File: config.mk
export PLATFORM = sky130hd
export DESIGN_NAME = noc_credit_injector
export DESIGN_NICKNAME = d
export VERILOG_FILES = /design/src/rtl/noc_credit_injector.sv
export SDC_FILE = /design/constraint.sdc
export NUM_CORES = 1
export LEC_CHECK = 0
export BUFFER_PORTS_ARGS = -buffer_cell sky130_fd_sc_hd__buf_2
export CAP_MARGIN = 5
export CORE_MARGIN = 2
export CORE_UTILIZATION = 29
export DETAILED_ROUTE_END_ITERATION = 10
export GPL_TIMING_DRIVEN = 0
export PLACE_DENSITY = 0.49
export SYNTH_ARGS = -nofsm -noshare
export SYNTH_HDL_FRONTEND = slang
export SYNTH_SLANG_ARGS = --single-unit
File: constraint.sdc
create_clock -name clk -period 3.2 [get_ports clk]
set_input_delay 0.32 -clock clk [delete_from_list [all_inputs] [get_ports clk]]
set_output_delay 0.32 -clock clk [all_outputs]
set_load 0.05 [all_outputs]
File: src/rtl/noc_credit_injector.sv
// Credit-based NoC flit injector: accepts packets from a source, tags head/tail,
// and emits them on a channel subject to per-VC downstream credits.
module noc_credit_injector #(
  parameter int unsigned NUM_VCS         = 2,
  parameter int unsigned FLIT_DATA_WIDTH = 64,
  parameter int unsigned CREDITS_PER_VC  = 8,
  parameter int unsigned MAX_PKT_FLITS   = 4,
  localparam int unsigned VW = (NUM_VCS > 1) ? $clog2(NUM_VCS) : 1
) (
  input  logic                       clk,
  input  logic                       reset,
  input  logic                       src_valid,
  output logic                       src_ready,
  input  logic [VW-1:0]              src_vc,
  input  logic                       src_last,
  input  logic [FLIT_DATA_WIDTH-1:0] src_data,
  output logic                       chan_valid,
  output logic                       chan_head,
  output logic                       chan_tail,
  output logic [VW-1:0]              chan_vc,
  output logic [FLIT_DATA_WIDTH-1:0] chan_data,
  input  logic                       credit_valid,
  input  logic [VW-1:0]              credit_vc,
  output logic                       busy,
  output logic                       error
);

  localparam int unsigned CW = $clog2(CREDITS_PER_VC + 1);
  localparam int unsigned PW = $clog2(MAX_PKT_FLITS + 1);

  typedef enum logic {IDLE, BODY} state_e;

  state_e                     state_q, state_d;
  logic [VW-1:0]              vc_q, vc_d;
  logic [PW-1:0]              cnt_q, cnt_d;
  logic [CW-1:0]              credit_q [NUM_VCS];
  logic [CW-1:0]              credit_d [NUM_VCS];
  logic                       error_q, error_d;
  logic                       chan_valid_q, chan_head_q, chan_tail_q;
  logic [VW-1:0]              chan_vc_q;
  logic [FLIT_DATA_WIDTH-1:0] chan_data_q;

  logic [VW-1:0] eff_vc;
  logic          eff_ok;
  logic          accept;
  logic [PW-1:0] flit_no;
  logic          at_max;
  logic          tail;
  logic          forced;

  // The head flit picks the VC; body flits stay on the VC latched at the head.
  always_comb begin
    eff_vc    = (state_q == IDLE) ? src_vc : vc_q;
    eff_ok    = 32'(eff_vc) < NUM_VCS;
    src_ready = eff_ok && (credit_q[eff_vc] != '0);
    accept    = src_valid & src_ready;
    flit_no   = (state_q == IDLE) ? PW'(1) : cnt_q + PW'(1);
    at_max    = (flit_no == PW'(MAX_PKT_FLITS));
    tail      = src_last | at_max;
    forced    = accept & ~src_last & at_max;
  end

  always_ff @(posedge clk or posedge reset) begin
    if (reset) state_q <= IDLE;
    else       state_q <= state_d;
  end

  always_comb begin
    state_d = state_q;
    if (accept) state_d = tail ? IDLE : BODY;
  end

  always_comb begin
    busy = (state_q == BODY);
  end

  always_comb begin
    vc_d  = vc_q;
    cnt_d = cnt_q;
    if (accept) begin
      if (state_q == IDLE) vc_d = src_vc;
      cnt_d = tail ? '0 : flit_no;
    end
  end

  // A send and a return on the same VC cancel, so a full counter only
  // overflows when the return arrives with no send on that VC.
  always_comb begin
    error_d = error_q | forced;
    if (credit_valid && !(32'(credit_vc) < NUM_VCS)) error_d = 1'b1;
    for (int unsigned v = 0; v < NUM_VCS; v++) begin
      credit_d[v] = credit_q[v];
      if (accept && (32'(eff_vc) == v) && !(credit_valid && (32'(credit_vc) == v))) begin
        credit_d[v] = credit_q[v] - CW'(1);
      end else if (credit_valid && (32'(credit_vc) == v) && !(accept && (32'(eff_vc) == v))) begin
        if (credit_q[v] == CW'(CREDITS_PER_VC)) error_d = 1'b1;
        else                                    credit_d[v] = credit_q[v] + CW'(1);
      end
    end
  end

  always_ff @(posedge clk or posedge reset) begin
    if (reset) begin
      vc_q    <= '0;
      cnt_q   <= '0;
      error_q <= 1'b0;
      for (int unsigned v = 0; v < NUM_VCS; v++) credit_q[v] <= CW'(CREDITS_PER_VC);
    end else begin
      vc_q    <= vc_d;
      cnt_q   <= cnt_d;
      error_q <= error_d;
      for (int unsigned v = 0; v < NUM_VCS; v++) credit_q[v] <= credit_d[v];
    end
  end

  always_ff @(posedge clk or posedge reset) begin
    if (reset) begin
      chan_valid_q <= 1'b0;
      chan_head_q  <= 1'b0;
      chan_tail_q  <= 1'b0;
      chan_vc_q    <= '0;
      chan_data_q  <= '0;
    end else begin
      chan_valid_q <= accept;
      if (accept) begin
        chan_head_q <= (state_q == IDLE);
        chan_tail_q <= tail;
        chan_vc_q   <= eff_vc;
        chan_data_q <= src_data;
      end
    end
  end

  assign chan_valid = chan_valid_q;
  assign chan_head  = chan_head_q;
  assign chan_tail  = chan_tail_q;
  assign chan_vc    = chan_vc_q;
  assign chan_data  = chan_data_q;
  assign error      = error_q;

endmodule

Yosys cells after proc, flatten, opt, wreduce, memory -nomap -nowiden:

Index checks and enable logic that the tools add are counted.

* multiply operators: 0
* equality and inequality tests: 5
* muxes and demuxes: 19
* divide/modulo/power cells: 0
* $lt $le $gt $ge: 1
* bitwise gates (word level): 10
* shifts and indexed selects: 0
* add/sub/neg operators: 5
* reduce and logical (&&, ||, !) cells: 17

Operators with widths (count)
* 4-bit 2-to-1 mux: 9
* 4-bit by 1-bit adder with 4-bit output (second input constant): 2
* 4-bit equality test (second input constant): 2
* 1-bit logical AND: 8
* 1-bit 2-to-1 mux: 8
* 4-bit by 1-bit subtractor with 4-bit output (second input constant): 2
* 3-bit 2-to-1 mux: 2
* 1-bit zero test: 4
* 2-bit != test (second input constant): 2
* 1-bit NOT: 4
* 2-bit AND reduction: 2
* 2-bit nonzero test: 2
* 4-bit nonzero test: 1
* 3-bit by 1-bit adder with 3-bit output (second input constant): 1
* 1-bit bitwise AND: 3
* 3-bit equality test (second input constant): 1
* 2-bit >= comparator (second input constant): 1
* 1-bit NOT with 2-bit output: 1
* 1-bit OR: 2

* flip-flop bits (word level): 81
* memories: 0
* output and inout bits: 71
* memory bits (writable): 0
* latch bits: 0
* ROM bits: 0
* input port bits: 71

Logic depth before layout (Yosys ltp):

Gate-level depths: netlist of run 1.

* depth in word-level cells: 16
* mapped depth: 9
* depth with buffers taken out: 9

Least setup slack after synthesis of run 1:

No wires, ideal clock.

* path kind: register -> register
* start: register state_q (netlist: busy)
* end: register credit_q[3] (netlist bit)
* clock period less this slack: 2500 ps
* cell stages (with the launch flop): 9
* slack: 700 ps
* setup time: 75 ps
* path buffers: 0
* arrival: 2425 ps
* path through: dfrtp_1 > mux2i_1 > and3b_2 > ha_1 > ha_1 > a21oi_1 > a21oi_1 > nor3_1 > xor2_1

* cells in the longest elaborated chain, start to end: 12
* elaborated cells on any way between the ends: 15
* those cells by class: eq/ne (1); mux (5); bitwise (2); reduce/logical (7)

RTL lines
* start: declaration: RTL line 33 `state_e state_q, state_d;`
* start signal: assignment: RTL line 65 `else state_q <= state_d;`
* 1-bit 2-to-1 mux *
* 1-bit NOT with 2-bit output (not written as such): RTL line 55 `src_ready = eff_ok && (credit_q[eff_vc] != '0);`
* 4-bit 2-to-1 mux (not written as such) (3 in series): RTL line 55
* 4-bit nonzero test: RTL line 55
* 1-bit bitwise AND: RTL line 56 `accept = src_valid & src_ready;`
* 1-bit logical AND *: RTL line 93, 95
* 1-bit zero test: RTL line 95 `end else if (credit_valid && (32'(credit_vc) == v) && !(accept && (32'(eff_vc) == v))) begin`
* 1-bit logical AND: RTL line 95
* 2-bit nonzero test (no line)
* 2-bit AND reduction (no line)
* end: declaration: RTL line 36 `logic [CW-1:0] credit_q [NUM_VCS];`

Every way passes the cells marked *; elsewhere a longest branch is shown, timed or not. The select of a mux whose other input is x is not followed.
A chain may end at the register's enable or synchronous reset.

Worst setup path after layout of run 1:

* start: register credit_q[5] (netlist bit)
* end: register credit_q[7] (netlist bit)

* cells in the longest elaborated chain, start to end: 10
* elaborated cells on any way between the ends: 18
* those cells by class: add/sub (2); eq/ne (2); mux (6); bitwise (1); reduce/logical (7)

RTL lines (RTL line)
* 4-bit 2-to-1 mux (not written as such) (3 in series): 55
* 4-bit nonzero test: 55
* 1-bit bitwise AND: 56
* 1-bit logical AND: 93, 95
* 1-bit zero test: 95
* 1-bit logical AND: 95
* 2-bit nonzero test (no line)
* 2-bit AND reduction (no line)

Parallel ways exist; a longest one is shown, timed or not. The select of a mux whose other input is x is not followed.

==> impl_metrics.ini, run 1 <==
[status]
status = finished clean

[synthesis]
synth_area_sq_um = 3740
syn_inst = 234
yosys.area.top_type = dfrtp_1
synth_nets = 316
avgSynthCellArea_sq_um = 16.0
ys_warn_count = 0
yosysTopAreaCellShare_pct = 52.8
yosys-top-cells-area = dfrtp_1 (53%), mux2_4 (27%), buf_12 (3.7%)
synth-seq-cells = 81
ys_seq_area_share_pct = 54.2
yosys.cell_types.count = 30

[clocking]
ctsResizeCount = 0
cts_root_buf = clkbuf_16
clk_path_buf_depth = 2
cts_buffers = 9
tritoncts = done
post-cts-setup-buffers = 0
cts.hold.buffers_added = 0
clk_latency_ns = 0.33
path_clk_slew_ns = 0.06
cts.sink_count = 81
h-tree-depth = 3

[routing]
postRouteAntennaNets = 0
dr.pass1.iters = 4
drc_errors = 0
vias = 2363
routedWlPerCell_microns = 13.9
routed_via_density = 4.19
wirelength_microns = 7850
dr.first_iter.drc_count = 71

[timing]
setup_violations = 0
finalSetupTns_ns = 0
fmax_mhz = 390
hold_viol_final = 0
finalCriticalPeriod_ns = 2.57
slew_headroom_pct = 64.1
rsz0062_at_grt = no
fin_crit_sh_pct = 80.2
setup_slack_ns = 0.633
final-max-slew-violation-count = 0
worst_pin_slew_ns = 0.539
finClkSkew_ns = 0.00532
whs_ns = 0.0330

[placement]
dpl.hpwl_microns = 5650
place_congestion = 0.723
dp_slack_ns = 0.640
post_dp_cell_area_sq_um = 4680
numPortBuffers = 141

[die]
dieHeight_microns = 118
design.die.area_sq_um = 13800
initial_core_util_pct = 29.6
rows = 41
ios = 142
core-area_sq_um = 12600
chipWidth_microns = 118

[pwr]
p_total_mw = 5.82
leakage_nw = 2.58
ir_drop_mv = 0.442
cellPowerDensity_nw_per_um2 = 1170

[critical_path]
crit_slowest_cell = or4_1
path_buf_inv = 1
worst-r2r-setup-slack_ns = 0.63
end_kind = register
crit_type = reg -> reg
worst_r2r_path_depth = 9
r2r-start = credit_q[5]$_DFFE_PP0P_
arrival_ns = 2.83
critPathMaxFanout = 5
start_kind = register
r2r-end = credit_q[7]$_DFFE_PP1P_
cp_top_family = simple AND/OR/NAND/NOR gates
required_ns = 3.46
cp_slowest_stage_delay_ns = 0.57
crit_chain = or4_1 > nand3_1 > inv_1 > ha_1 > ha_1 > a21oi_1 > a21oi_1 > nor3_1 > xor2_1

[finish]
layout_common_cells = buf_2 (141), dfrtp_1 (79), mux2_4 (67)
diodes = 0
drive_gt1_share_pct = 60.2
fin_nets = 469
stdcell_area_sq_um = 4990
syn2layout_area_growth_pct = 33.5
final_common_cell = buf_2

[grt]
grt_busiest_layer = met2
grt_pass1_vias = 2467
antenna_found_initial = 0
grt_overflow = 0
gr-usage-met1_pct = 14.9
grt_usage_pct = 11.9
grt_util_met3_pct = 3.97
grt_pass1_wl_microns = 12900
grtUsageMet2_pct = 19.2
grt_max_degree = 42

[worst_hold_path]
worstHoldPathType = in -> async

[flow_run]
drv_cap = 0
## worst register-to-register path: stages, from the launching register on
cell     delay, ns
dfrtp_1       0.42
or4_1         0.57
nand3_1       0.16
inv_1         0.06
ha_1          0.24
ha_1          0.33
a21oi_1       0.21
a21oi_1       0.09
nor3_1        0.25
xor2_1        0.17
## per-layer routing
metal | up-vias | wire [microns] | part of all wire (%)
met1 | 1155 | 3360 | 43
met5 | - | 0 | 0
li1 | 1126 | - | -
met3 | 4 | 508 | 6.5
met2 | 78 | 3920 | 50
met4 | 0 | 59 | 0.75
## synth_stat cells
library cell	n
inv_1	14
fa_1	2
nand3b_1	1
dfrtp_1	79
nor3b_1	1
mux2i_1	2
ha_1	9
o2bb2ai_1	1
nor4_1	2
o21ai_0	4
and3_1	2
xnor2_1	2
nor3_1	2
and3b_2	1
nand3_1	4
nand2_8	1
dfstp_2	2
a31oi_1	3
o2111ai_1	1
a21oi_1	6
nand2b_1	1
nand2_1	7
xor2_1	4
mux2_4	67
buf_12	7
nor2b_1	3
or4_1	2
a21o_1	2
o311ai_0	1
mux2_2	1
## through the flow
step           std cells  util (%)
3_5_place_dp         548      37.1
5_1_grt              564      39.6
4_1_cts              564      39.6
3_3_place_gp         547      36.9
6_report             564      39.6
2_1_floorplan        234         -
## state kept, by name, summed over array words and instances, names as in the netlist
signal,count
chan_data,64
credit_q,8
cnt_q,3
busy,1
chan_head,1
chan_tail,1
chan_valid,1
chan_vc,1
error,1
## power breakdown
group	leakage, nW	switching [mW]	internal (mW)	total [mW]
sequential	0.947	0.269	1.46	1.73
clock	0.153	0.385	0.667	1.05
combinational	1.48	1.96	1.08	3.04
## final cells by class
type | count | area, sq um
inverter | 14 | 55.1
tap | 172 | 215
sequential | 81 | 2030
buffer | 7 | 140
fill | 1242 | 7630
multi-input combinational | 132 | 1520
clock inverter | 2 | 35.0
clock buffer | 14 | 274
timing repair buffer | 142 | 726
## how the worst max path moves through the flow
stage,end,depth (start not counted),startpoint
after detailed placement,credit_q[7]$_DFFE_PP1P_,9,credit_q[5]$_DFFE_PP0P_
final,credit_q[7]$_DFFE_PP1P_,9,credit_q[5]$_DFFE_PP0P_
after global routing,credit_q[7]$_DFFE_PP1P_,9,credit_q[5]$_DFFE_PP0P_
after CTS,credit_q[7]$_DFFE_PP1P_,9,credit_q[5]$_DFFE_PP0P_
after global placement,chan_data[19]$_DFFE_PP0N_,2,reset
after floorplan,credit_q[3]$_DFFE_PP1P_,8,busy$_DFFE_PP0N_
## cell families after synthesis
family          share of synthesized area [%]
fa+ha+maj                                4.08
buf+inv                                  5.15
flops                                    54.2
mux                                      27.7
simple gates                             4.45
xor+xnor                                 1.40
compound gates                           2.94
(Power assumes the default switching activity.)
==> run 2: changes to the inputs <==
==> constraint.sdc (replaced) <==
create_clock -name clk -period 2.65 [get_ports clk]
set_input_delay 0.265 -clock clk [delete_from_list [all_inputs] [get_ports clk]]
set_output_delay 0.265 -clock clk [all_outputs]
set_load 0.05 [all_outputs]
==> impl_metrics.ini, run 2 (synthesis results as in run 1) <==
[clocking]
cts_buffers = 9
h-tree-depth = 3
cts_root_buf = clkbuf_16
post-cts-setup-buffers = 0
clk_path_buf_depth = 2
clk_latency_ns = 0.33
tritoncts = done
cts.sink_count = 81
path_clk_slew_ns = 0.06

[critical_path]
critPathMaxFanout = 5
crit_slowest_cell = or4_1
crit_chain = or4_1 > and3b_2 > ha_1 > ha_1 > a21oi_1 > a21oi_1 > nor3_2 > xor2_1
end_kind = register
path_buf_inv = 0
required_ns = 2.91
start_kind = register
arrival_ns = 2.76
setup.worst_path.start = credit_q[0]$_DFFE_PP0P_
r2r-start = credit_q[0]$_DFFE_PP0P_
cp_top_family = simple AND/OR/NAND/NOR gates
crit_type = reg -> reg
cp_slowest_stage_delay_ns = 0.56

[timing]
setup_violations = 0
hold_viol_final = 0
finClkSkew_ns = 0.00608
fmax_mhz = 401
final-max-slew-violation-count = 0
fin_crit_sh_pct = 94.2
slew_headroom_pct = 64.1
worst_pin_slew_ns = 0.539
finalCriticalPeriod_ns = 2.50

[pwr]
switching_share_pct = 45.0
ir_drop_mv = 0.534
leakage_nw = 2.59
p_total_mw = 7.05
p_sw_mw = 3.17
power_frac_comb_pct = 52.3
power.share.clock_pct = 18.1
pwr-share-seq_pct = 29.6
cellPowerDensity_nw_per_um2 = 1400
p_int_mw = 3.88

[grt]
grt_pass1_vias = 2477
grt_pass1_wl_microns = 13000
grt_max_degree = 42
antenna_found_initial = 0
grt_overflow = 0
grt_usage_pct = 11.9

[finish]
multi_input_area_sq_um = 1540
final_common_cell = buf_2
seq_area_sq_um = 2030
syn2layout_area_growth_pct = 34.2
n_fill_cell = 1240
fin_util_pct = 39.8
diodes = 0
fin_nets = 470
largest_register_ffs = 64
layout_common_cells = buf_2 (141), dfrtp_1 (79), mux2_4 (67)
drive_gt1_share_pct = 61.1

[routing]
vias = 2383
postRouteAntennaNets = 0
dr.pass1.iters = 4
wirelength_microns = 7890
routed_via_density = 4.22
dr.first_iter.drc_count = 63
drc_errors = 0
routedWlPerCell_microns = 14.0

[status]
status = finished clean

[placement]
place_congestion = 0.723
numPortBuffers = 141
dpl.hpwl_microns = 5650

[die]
rows = 41
core-area_sq_um = 12600
chipWidth_microns = 118
initial_core_util_pct = 29.6
dieHeight_microns = 118
design.die.area_sq_um = 13800
ios = 142

[flow_run]
drv_cap = 0

[worst_hold_path]
worstHoldPathType = in -> reg
min_from = src_data[1]
run 2: changes by cell type in the layout (fill, tap and decap cells not counted):
cell	change
a21oi_2	+1
nand3_1	-1
nand3_2	+1
dlygate4sd3_1	+1
nor3_2	+2
a21oi_1	-1
nor3_1	-2
run 2: final cells by class:
type                       instances  share of cell area, %
sequential                        81                   40.4
multi-input combinational        132                   30.6
timing repair buffer             143                   14.6
clock buffer                      14                   5.46
tap                              172                   4.28
buffer                             7                   2.79
inverter                          14                   1.10
clock inverter                     2                  0.698
run 2: routing by layer:
layer	up-vias	track usage (%)	part of all wire (%)
li1	1129	-	-
met1	1174	15.0	43
met2	76	19.3	50
met3	4	3.97	6.4
met4	0	3.84	0.75
met5	-	0	0
run 2: repair_timing:
item	CTS	global route
endpoints found under the hold margin	13	0
gates resized for setup	0	4
endpoints found under the setup margin	0	2
hold buffers	1	0
run 2: path summary, 6_finish.rpt:
path                                              to  slack, ns  cells past startpoint
hold reg to reg            chan_data[53]$_DFFE_PP0N_       0.50                      1
min in group asynchronous  chan_data[17]$_DFFE_PP0N_       0.54                      3
setup reg to reg             credit_q[3]$_DFFE_PP1P_       0.15                      8
hold / removal              chan_data[1]$_DFFE_PP0N_       0.16                      2
setup / recovery             credit_q[3]$_DFFE_PP1P_       0.15                      8
max in group asynchronous  chan_data[54]$_DFFE_PP0N_       1.51                      4
run 2: through the flow:
stage | hold slack (ns) | setup WS, ns | setup TNS, ns | instance area [sq um] | std cells
3_5_place_dp | 0.370 | 0.0897 | 0 | 4680 | 548
2_1_floorplan | 0.362 | 0.150 | 0 | 3740 | 234
3_3_place_gp | 0.485 | -0.819 | -64.25 | 4660 | 547
6_report | 0.158 | 0.154 | 0 | 5020 | 565
4_1_cts | 0.140 | 0.0760 | 0 | 5000 | 565
5_1_grt | 0.141 | -0.0242 | -0.0242 | 5020 | 565
run 2: power groups by stage:
stage | Combinational, mW | Clock [mW] | Sequential [mW]
after global routing | 3.88 | 1.39 | 2.17
after global placement | 3.68 | 0 | 2.08
after CTS | 3.71 | 1.33 | 2.09
final | 3.69 | 1.27 | 2.09
after floorplan | 1.42 | 0 | 3.59
after detailed placement | 3.71 | 0 | 2.09
==> run 3: changes to the inputs <==
--- a/config.mk
+++ b/config.mk
@@ -11,7 +11,6 @@
 export CORE_UTILIZATION = 29
 export DETAILED_ROUTE_END_ITERATION = 10
 export GPL_TIMING_DRIVEN = 0
-export PLACE_DENSITY = 0.49
 export SYNTH_ARGS = -nofsm -noshare
 export SYNTH_HDL_FRONTEND = slang
 export SYNTH_SLANG_ARGS = --single-unit
==> impl_metrics.ini, run 3 (synthesis results as in run 1) <==
[critical_path]
cp_top_family = simple AND/OR/NAND/NOR gates
crit_type = reg -> reg
crit_chain = or4_1 > and3b_2 > ha_1 > ha_1 > a21oi_1 > a21oi_1 > nor3_2 > xor2_1
cp_slowest_stage_delay_ns = 0.56
worst-r2r-setup-slack_ns = 0.14
start_kind = register
crit_slowest_cell = or4_1
required_ns = 2.92
end_kind = register
critPathMaxFanout = 5
path_buf_inv = 0
arrival_ns = 2.78

[clocking]
cts_root_buf = clkbuf_16
cts.sink_count = 81
path_clk_slew_ns = 0.06
clk_path_buf_depth = 2
h-tree-depth = 3
post-cts-setup-buffers = 0
cts_buffers = 9
tritoncts = done
clk_latency_ns = 0.34

[timing]
setup_violations = 0
worst_pin_slew_ns = 0.507
finalCriticalPeriod_ns = 2.51
fin_crit_sh_pct = 94.8
fmax_mhz = 398
whs_ns = 0.150
final-max-slew-violation-count = 0
finClkSkew_ns = 0.00536
hold_viol_final = 0
setup_slack_ns = 0.137
rsz0062_at_grt = no
slew_headroom_pct = 66.2

[status]
status = finished clean

[die]
dieHeight_microns = 118
design.die.area_sq_um = 13800
chipWidth_microns = 118
rows = 41
ios = 142
core-area_sq_um = 12600
initial_core_util_pct = 29.6

[routing]
vias = 2393
wirelength_microns = 7900
routedWlPerCell_microns = 14.0
drc_errors = 0
dr.pass1.iters = 4
routed_via_density = 4.24
dr.first_iter.drc_count = 82
postRouteAntennaNets = 0

[placement]
place_congestion = 0.749
numPortBuffers = 141
dpl.hpwl_microns = 5710
dp_slack_ns = 0.0637

[finish]
drive_gt1_share_pct = 61.1
fin_nets = 470
largest_register_ffs = 64
diodes = 0
layout_common_cells = buf_2 (141), dfrtp_1 (79), mux2_4 (67)
final_common_cell = buf_2
syn2layout_area_growth_pct = 33.4

[pwr]
leakage_nw = 2.56
cellPowerDensity_nw_per_um2 = 1390
ir_drop_mv = 0.388

[flow_run]
drv_cap = 0

[grt]
grt_max_degree = 45
grt_overflow = 0
grt_pass1_wl_microns = 13100
antenna_found_initial = 0
grt_pass1_vias = 2493
grt_usage_pct = 12.0

[worst_hold_path]
worstHoldPathType = in -> reg
[run 3: timing repair]
action / CTS / global route
hold buffers: 1 / 0
resized for setup: 0 / 2
hold endpoints to repair: 37 / 0
endpoints found under the setup margin: 0 / 2
[run 3: worst paths after layout]
check | startpoint | to | cells after the start
min in group asynchronous | reset | chan_data[34]$_DFFE_PP0N_ | 3
worst max-delay path | credit_q[0]$_DFFE_PP0P_ | credit_q[3]$_DFFE_PP1P_ | 8
worst max register to register | credit_q[0]$_DFFE_PP0P_ | credit_q[3]$_DFFE_PP1P_ | 8
max in group asynchronous | reset | credit_q[3]$_DFFE_PP1P_ | 4
worst min-delay path | src_data[43] | chan_data[43]$_DFFE_PP0N_ | 2
worst min register to register | chan_data[19]$_DFFE_PP0N_ | chan_data[19]$_DFFE_PP0N_ | 1
[run 3: stage by stage]
step	setup TNS, ns	utilization (%)	total power [mW]	instances	cell area, sq um
floorplan	0	-	5.01	234	3740
global placement	-55.78	36.9	5.74	547	4660
detailed placement	0	37.2	5.80	548	4690
CTS	0	39.5	7.02	565	4980
global route	0	39.5	7.30	565	4990
finish	0	39.5	6.93	565	4990
[run 3: cell type report]
class	instances	area, sq um
plain buffers	7	140
clock buffers	9	225
clock inverters	7	53.8
fillers	1211	7630
inverters	14	55.1
multi-input cells	132	1530
flip-flops and latches	81	2030
well taps	172	215
repair buffers	143	743
[run 3: worst register-to-register path: stages, from the launching register on]
cell and delay, ns:
dfrtp_1 0.44, or4_1 0.56, and3b_2 0.23, ha_1 0.26
ha_1 0.33, a21oi_1 0.19, a21oi_1 0.10, nor3_2 0.18
xor2_1 0.16
[run 3: power breakdown]
part           leakage, nW  internal (mW)  switching (mW)
Sequential           0.947           1.76           0.332
Combinational         1.49           1.31            2.36
Clock                0.129          0.642           0.524
[run 3: per-layer routing]
metal	vias to the layer above	GRT usage, %	wire length, microns
met5	-	0	0
met4	0	5.42	146
met3	14	3.39	418
met2	78	18.4	3700
met1	1168	15.8	3630
li1	1133	-	-
